<file path="src/rtl/table_stream_pkg.sv">
// table_stream_pkg: shared FSM states, buffer depth and index wrap helper for the table read streamer
package table_stream_pkg;

   typedef enum logic [1:0] {IDLE, READ, DRAIN, FINISH} state_t;

   localparam int BUF_DEPTH = 2;

   function automatic int unsigned idx_wrap(input int unsigned base, input int unsigned offset,
                                            input int unsigned size);
      return (base + offset) % size;
   endfunction

endpackage

</file>
<file path="src/rtl/table_rd_skid_buf.sv">
// table_rd_skid_buf: 2-entry FIFO absorbing read data in flight while the consumer stalls
module table_rd_skid_buf
   import table_stream_pkg::*;
#(
   parameter int W = 8
)(
   input  logic         clk,
   input  logic         rst,
   input  logic         push,
   input  logic         pop,
   input  logic [W-1:0] din,
   output logic [W-1:0] dout,
   output logic [1:0]   occ
);

   logic [W-1:0] mem [BUF_DEPTH];
   logic         wp;
   logic         rp;

   assign dout = mem[rp];

   // storage, pointers and occupancy; caller guarantees no push when full or pop when empty
   always_ff @(posedge clk or posedge rst) begin
      if (rst) begin
         for (int i = 0; i < BUF_DEPTH; i++) mem[i] <= '0;
         wp  <= 1'b0;
         rp  <= 1'b0;
         occ <= 2'd0;
      end else begin
         if (push) mem[wp] <= din;
         wp  <= wp ^ push;
         rp  <= rp ^ pop;
         occ <= occ + 2'(push) - 2'(pop);
      end
   end

endmodule

</file>
<file path="src/rtl/table_rd_streamer.sv">
// table_rd_streamer: walks a window of table entries and streams them as valid/ready beats; define TABLE_RD_STREAM_CHECKSUM_EN for the checksum port
module table_rd_streamer
   import table_stream_pkg::*;
#(
   parameter  int TABLE_SIZE  = 32,
   parameter  int DATA_WIDTH  = 8,
   parameter  int OUTPUT_RATE = 2,
   localparam int IW          = $clog2(TABLE_SIZE)
)(
   input  logic                              clk,
   input  logic                              rst,
   input  logic                              start,
   input  logic [IW-1:0]                     start_index,
   input  logic [IW:0]                       beat_count,
   output logic                              busy,
   output logic                              done,
   output logic                              rd_en,
   output logic [OUTPUT_RATE*IW-1:0]         index_rd,
   input  logic [OUTPUT_RATE*DATA_WIDTH-1:0] data_rd,
   output logic                              out_valid,
   input  logic                              out_ready,
   output logic [OUTPUT_RATE*DATA_WIDTH-1:0] out_data,
   output logic [IW-1:0]                     out_index,
   output logic                              out_last
`ifdef TABLE_RD_STREAM_CHECKSUM_EN
   ,
   output logic [DATA_WIDTH-1:0]             checksum
`endif
);

   localparam int BW = OUTPUT_RATE*DATA_WIDTH + IW + 1;

   state_t          state;
   state_t          nxt;
   logic [IW:0]     reads_left;
   logic            last_rd;
   logic            inflight;
   logic            infl_last;
   logic [IW-1:0]   infl_idx;
   logic            pop;
   logic            credit_ok;
   logic            job_start;
   logic [1:0]      occ;
   logic [BW-1:0]   head;

   assign job_start = state == IDLE && start;
   assign last_rd   = reads_left == (IW+1)'(1);
   assign out_valid = occ != 2'd0;
   assign pop       = out_valid && out_ready;
   assign {out_data, out_index, out_last} = head;
   assign credit_ok = 3'(occ) + 3'(inflight) - 3'(pop) < 3'd2;

   table_rd_skid_buf #(.W(BW)) u_buf (
      .clk  (clk),
      .rst  (rst),
      .push (inflight),
      .pop  (pop),
      .din  ({data_rd, infl_idx, infl_last}),
      .dout (head),
      .occ  (occ)
   );

   // state register
   always_ff @(posedge clk or posedge rst) begin
      if (rst) state <= IDLE;
      else     state <= nxt;
   end

   // next state: empty jobs skip straight to FINISH
   always_comb begin
      nxt = state;
      case (state)
         IDLE:    nxt = start ? (beat_count == '0 ? FINISH : READ) : IDLE;
         READ:    nxt = rd_en && last_rd ? DRAIN : READ;
         DRAIN:   nxt = pop && out_last ? FINISH : DRAIN;
         default: nxt = IDLE;
      endcase
   end

   // outputs: a read goes out only when its data is sure to find room in the buffer
   always_comb begin
      busy  = state != IDLE;
      done  = state == FINISH;
      rd_en = state == READ && credit_ok;
   end

   // read pointer, remaining reads and the tag of the read whose data lands next cycle
   always_ff @(posedge clk or posedge rst) begin
      if (rst) begin
         index_rd   <= '0;
         reads_left <= '0;
         inflight   <= 1'b0;
         infl_last  <= 1'b0;
         infl_idx   <= '0;
      end else begin
         inflight <= rd_en;
         if (job_start) begin
            reads_left <= beat_count;
            for (int j = 0; j < OUTPUT_RATE; j++)
               index_rd[j*IW +: IW] <= IW'(idx_wrap(32'(start_index), j, TABLE_SIZE));
         end
         if (rd_en) begin
            reads_left <= reads_left - 1'b1;
            infl_idx   <= index_rd[IW-1:0];
            infl_last  <= last_rd;
            for (int j = 0; j < OUTPUT_RATE; j++)
               index_rd[j*IW +: IW] <= IW'(idx_wrap(32'(index_rd[IW-1:0]), OUTPUT_RATE + j, TABLE_SIZE));
         end
      end
   end

`ifdef TABLE_RD_STREAM_CHECKSUM_EN
   logic [DATA_WIDTH-1:0] lane_xor;

   // fold all lanes of the beat on the output
   always_comb begin
      lane_xor = '0;
      for (int j = 0; j < OUTPUT_RATE; j++) lane_xor = lane_xor ^ out_data[j*DATA_WIDTH +: DATA_WIDTH];
   end

   // running checksum of handshaken beats, restarted by each accepted job
   always_ff @(posedge clk or posedge rst) begin
      if (rst)            checksum <= '0;
      else if (job_start) checksum <= '0;
      else if (pop)       checksum <= checksum ^ lane_xor;
   end
`endif

endmodule
</file>
<file path="config.mk">
export PLATFORM = sky130hd
export DESIGN_NAME = table_rd_streamer
export DESIGN_NICKNAME = d
export VERILOG_FILES = /design/src/rtl/table_stream_pkg.sv /design/src/rtl/table_rd_skid_buf.sv /design/src/rtl/table_rd_streamer.sv
export SDC_FILE = /design/constraint.sdc
export NUM_CORES = 1
export LEC_CHECK = 0
export CELL_PAD_IN_SITES_DETAIL_PLACEMENT = 1
export CELL_PAD_IN_SITES_GLOBAL_PLACEMENT = 1
export CORE_MARGIN = 2
export CORE_UTILIZATION = 38
export CTS_CLUSTER_SIZE = 30
export DETAILED_ROUTE_END_ITERATION = 10
export GPL_ROUTABILITY_DRIVEN = 0
export HOLD_SLACK_MARGIN = 0.06
export PLACE_DENSITY_LB_ADDON = 0.1
export SKIP_LAST_GASP = 1
export SYNTH_ARGS = -nofsm -noshare
export SYNTH_HDL_FRONTEND = slang
export SYNTH_SLANG_ARGS = --single-unit
</file>
<file path="constraint.sdc">
create_clock -name clk -period 4.36 [get_ports clk]
set_input_delay 0.436 -clock clk [delete_from_list [all_inputs] [get_ports clk]]
set_output_delay 0.436 -clock clk [all_outputs]
set_load 0.005 [all_outputs]
</file>
==> metrics list <==
- On the final layout, the worst clock skew is 0.00900 ns.
* Unrepaired setup endpoints after global routing: no
* Crit Reg-Reg Startpoint: u_buf.occ[1]
* CP Buf/Inv Count: 3
- Port-buffer cells: 66
* Hold-fix buffers, CTS: 0
- The flow ran to the end, and the final reports show no timing, DRC or antenna violations.
* Mapped cell area: 3450 um^2
- The worst setup path is captured at an output pin.
- Cell internal power was estimated by the tool at between 2000 and 2500 uW.
- Initial Utilization: 39.4%
* Area growth, synth to finish: 27.7%
- After legalization and detailed placement, the total HPWL measured 5080 um.
- In this run, the number of DRC markers left after iteration 0 of detailed routing was 50.
- Yosys mapped a number of flops with a built-in enable equal to 0.
* Number of clock sinks: 73
- For the final routed database, the setup TNS stands at 0 ns.
- Number of synthesis warnings: 0
- Synth top area cells: dfrtp_1 53%, mux2_2 22%, ha_1 3.3%
* Critical path's slowest cell: clkdlybuf4s50_1
- Worst relative slew slack: 27.5%
* Antenna violation net count after detailed routing: 0
- In this run switching power makes up ~33% of total power.
- Arrival time worst endpoint: 3.13 ns
- Top-Level Pins: 67
- The first global-routing pass estimated about 13000 um of wire.
* CTS clock-pin slew for the worst setup and hold paths: 0.07 ns
- Dividing the detail-routed wire length by the instance count gives ~16 um.
* FF+latch count, synth: 73
* Final Hold Vio Count: 0
- By count the netlist is led by 73 x dfrtp_1, 66 x mux2_2, 23 x nand2_1.
* Share of total power in the clock network: between 15 and 20%
- Site Rows: 34
* Most used DFF post-synth: dfrtp_1
* Sequential fraction of the synthesis area: 52.9%
- Cell with the most instances after synthesis: dfrtp_1
- Maximum level of the CTS H-tree: 3
- Avg Synthesized Cell Area: approximately 13 um^2
- Of the available clock period, the critical path in the final layout requires 81.7%.
- All-Layer GR Usage: 16.7%
- Max-cap violations in this run came to 0.
- The core region is approximately 8800 um^2.
* Hold Crit Start: u_buf.mem[5]
* Chip Width: between 90 and 100 um
* Number of filler cells placed in the layout: roughly 920
- The cell count after synthesis came out at around 270.
- Clk buf depth: 2
- Critical Setup Path Class: primary input to output pin
* Share of final-layout standard cells stronger than drive strength 1: 27.3%
- Of all flip-flops after synthesis, the portion carrying an async set or reset was 100%.
- Most used cell, CP: clkdlybuf4s50_1
- Die area: roughly 9900 um^2
* DIE HEIGHT: around 100 um
- Traced cell by cell, the critical path runs through clkdlybuf4s50_1 -> nand3_1 -> o21ai_0 -> ha_1 -> fa_1 -> nor3b_2 -> nand2_2 -> inv_1 -> clkdlybuf4s50_1.
- The count of pins over their slew limit came to 0.
- The initial antenna violation count came to 0.
- Netlist cell types: 44
- Path category of the worst min-delay check: flop to flop
- In this run the static leakage power is about 0.0019 uW.
- Summed over all nets, the switching power comes to between 1000 and 1500 uW.
- Vias per cell: between 5 and 6
- At the pin with the least slew margin, the transition time is between 1 and 1.5 ns.
- Via count of the first global-routing pass: around 2600
- Minimum clock period after layout: approximately 3.6 ns
- Per report_power, the combinational group accounts for a little under half of the total.
- Number of endpoints failing setup at the final stage: 0
- Power, Total: about 3400 uW
- In this run the worst setup path begins at out_ready.
- Startpoint kind of the worst setup timing path: primary input
- Pin count of the biggest net entering global routing: around 50
- Register share of total power: approximately 36%
- Detailed-route via count: 2361
- Power density over the cells: 781 nW/um^2
- The biggest area contributor in the post-synthesis netlist is dfrtp_1.
* Biggest cell delay along the critical path: around 0.58 ns
- Clock tree from TritonCTS: done
- Total inserted antenna cells: 0
- The number of nets in the synthesized netlist is around 310.
- The total overflow left after global routing is 0.
- Once the clock tree was built, the resizer swapped 0 gates to a different size.
- Of the post-synthesis cell area, the dominant cell type holds 52.9%.
- Buffers added to address setup during post-CTS repair amount to 0.
* Post-layout net count: roughly 380
- At the worst endpoint, the required time is a little under 4 ns.
- Clock tree root buffer cell: clkbuf_8
* IR Drop Worst-Case VDD: approximately 0.35 mV
- Peak clock frequency supported by timing: 281 MHz
- In this run, CTS created clock tree buffers numbering 9.
- Total wirelength of the detailed-routed design: 7370 um
* Latest clock arrival within the worst-skew pair: approximately 0.34 ns
- Largest fanout on the critical path: 12
- The kind of cell with the highest combined delay along the critical path is buffers and inverters.
* Number of remaining DRC errors: 0
- The first detailed-routing pass ran for 4 iterations.
## state kept, by name, summed over array words and instances, names as in the netlist
name / cells
index_rd: 10
infl_idx: 5
infl_last: 1
inflight: 1
reads_left: 6
state: 2
u_buf.mem: 44
u_buf.occ: 2
u_buf.rp: 1
u_buf.wp: 1
## area by class of cell
cell class                 count  area, um^2  share of cell area, %
tap                          108         135                   3.06
timing repair buffer          68         676                   15.3
clock inverter                 5        80.1                   1.82
inverter                      11        41.3                  0.936
clock buffer                  10         138                   3.12
multi-input combinational    177        1510                   34.3
sequential                    73        1830                   41.4
## stage by stage
step | instances | util, % | worst slack (ns) | hold WS [ns] | cell area, um^2
floorplan | 273 | - | 2.01 | 0.457 | 3450
global placement | 437 | 47.8 | 0.859 | 0.483 | 4190
detailed placement | 437 | 47.8 | 0.806 | 0.488 | 4190
CTS | 452 | 50.3 | 0.778 | 0.508 | 4410
global route | 452 | 50.3 | 0.557 | 0.521 | 4410
finish | 452 | 50.3 | 0.799 | 0.504 | 4410
## layer usage
layer	share of wire (%)	track usage (%)	wire, um
met1	46	21.8	3360
met2	48	27.3	3570
met3	4.6	4.01	339
met5	0	0	0
met4	1.3	5.69	97
## cell usage in the layout, fill, tap and decap left out, types with 2 or more instances in the layout
cell             count
and2b_2              2
a22oi_1              2
buf_4                2
o22ai_1              2
dfrtp_1             73
or2_2                2
xnor2_1              6
nand3_1              5
nor3b_1              2
nor3_1               2
nor2_1               9
clkbuf_8            10
bufinv_16            2
or3b_1               2
a21oi_1              3
o21ai_1              5
clkinvlp_4           2
inv_1               10
nand2_1             23
clkdlybuf4s50_1     66
a221o_1              6
o21ai_0              9
ha_1                 9
mux2_2              66
xor2_1               3
## path summary, 6_finish.rpt
path	to	slack (ns)	cells after the start
min in group asynchronous	index_rd[6]	0.65	2
hold / removal	u_buf.mem[5]	0.50	1
setup reg to reg	reads_left[3]	1.80	8
hold reg to reg	u_buf.mem[5]	0.50	1
setup / recovery	rd_en	0.80	9
max in group asynchronous	reads_left[4]	2.77	3
## power groups by stage
| stage | combinational, uW | clock [uW] | sequential [uW] |
|---|---|---|---|
| finish | 1620 | 580 | 1240 |
| global route | 1820 | 625 | 1310 |
| CTS | 1660 | 599 | 1250 |
| detailed placement | 1650 | 0 | 1260 |
| global placement | 1620 | 0 | 1250 |
| floorplan | 1080 | 0 | 1160 |
## logic make-up (layout without fill, tap and decap cells)
kind of cell	count (synthesis)	after routing	share of synthesized area [%]
XOR/XNOR	9	9	2.28
flip-flops	73	73	52.9
multiplexers	66	66	21.5
buffers and inverters	23	94	3.30
adder cells (fa/ha/maj)	10	10	3.84
AO/OA/AOI/OAI	38	38	7.86
AND/OR/NAND/NOR	54	54	8.30
Power figures use the tool's default switching activity.
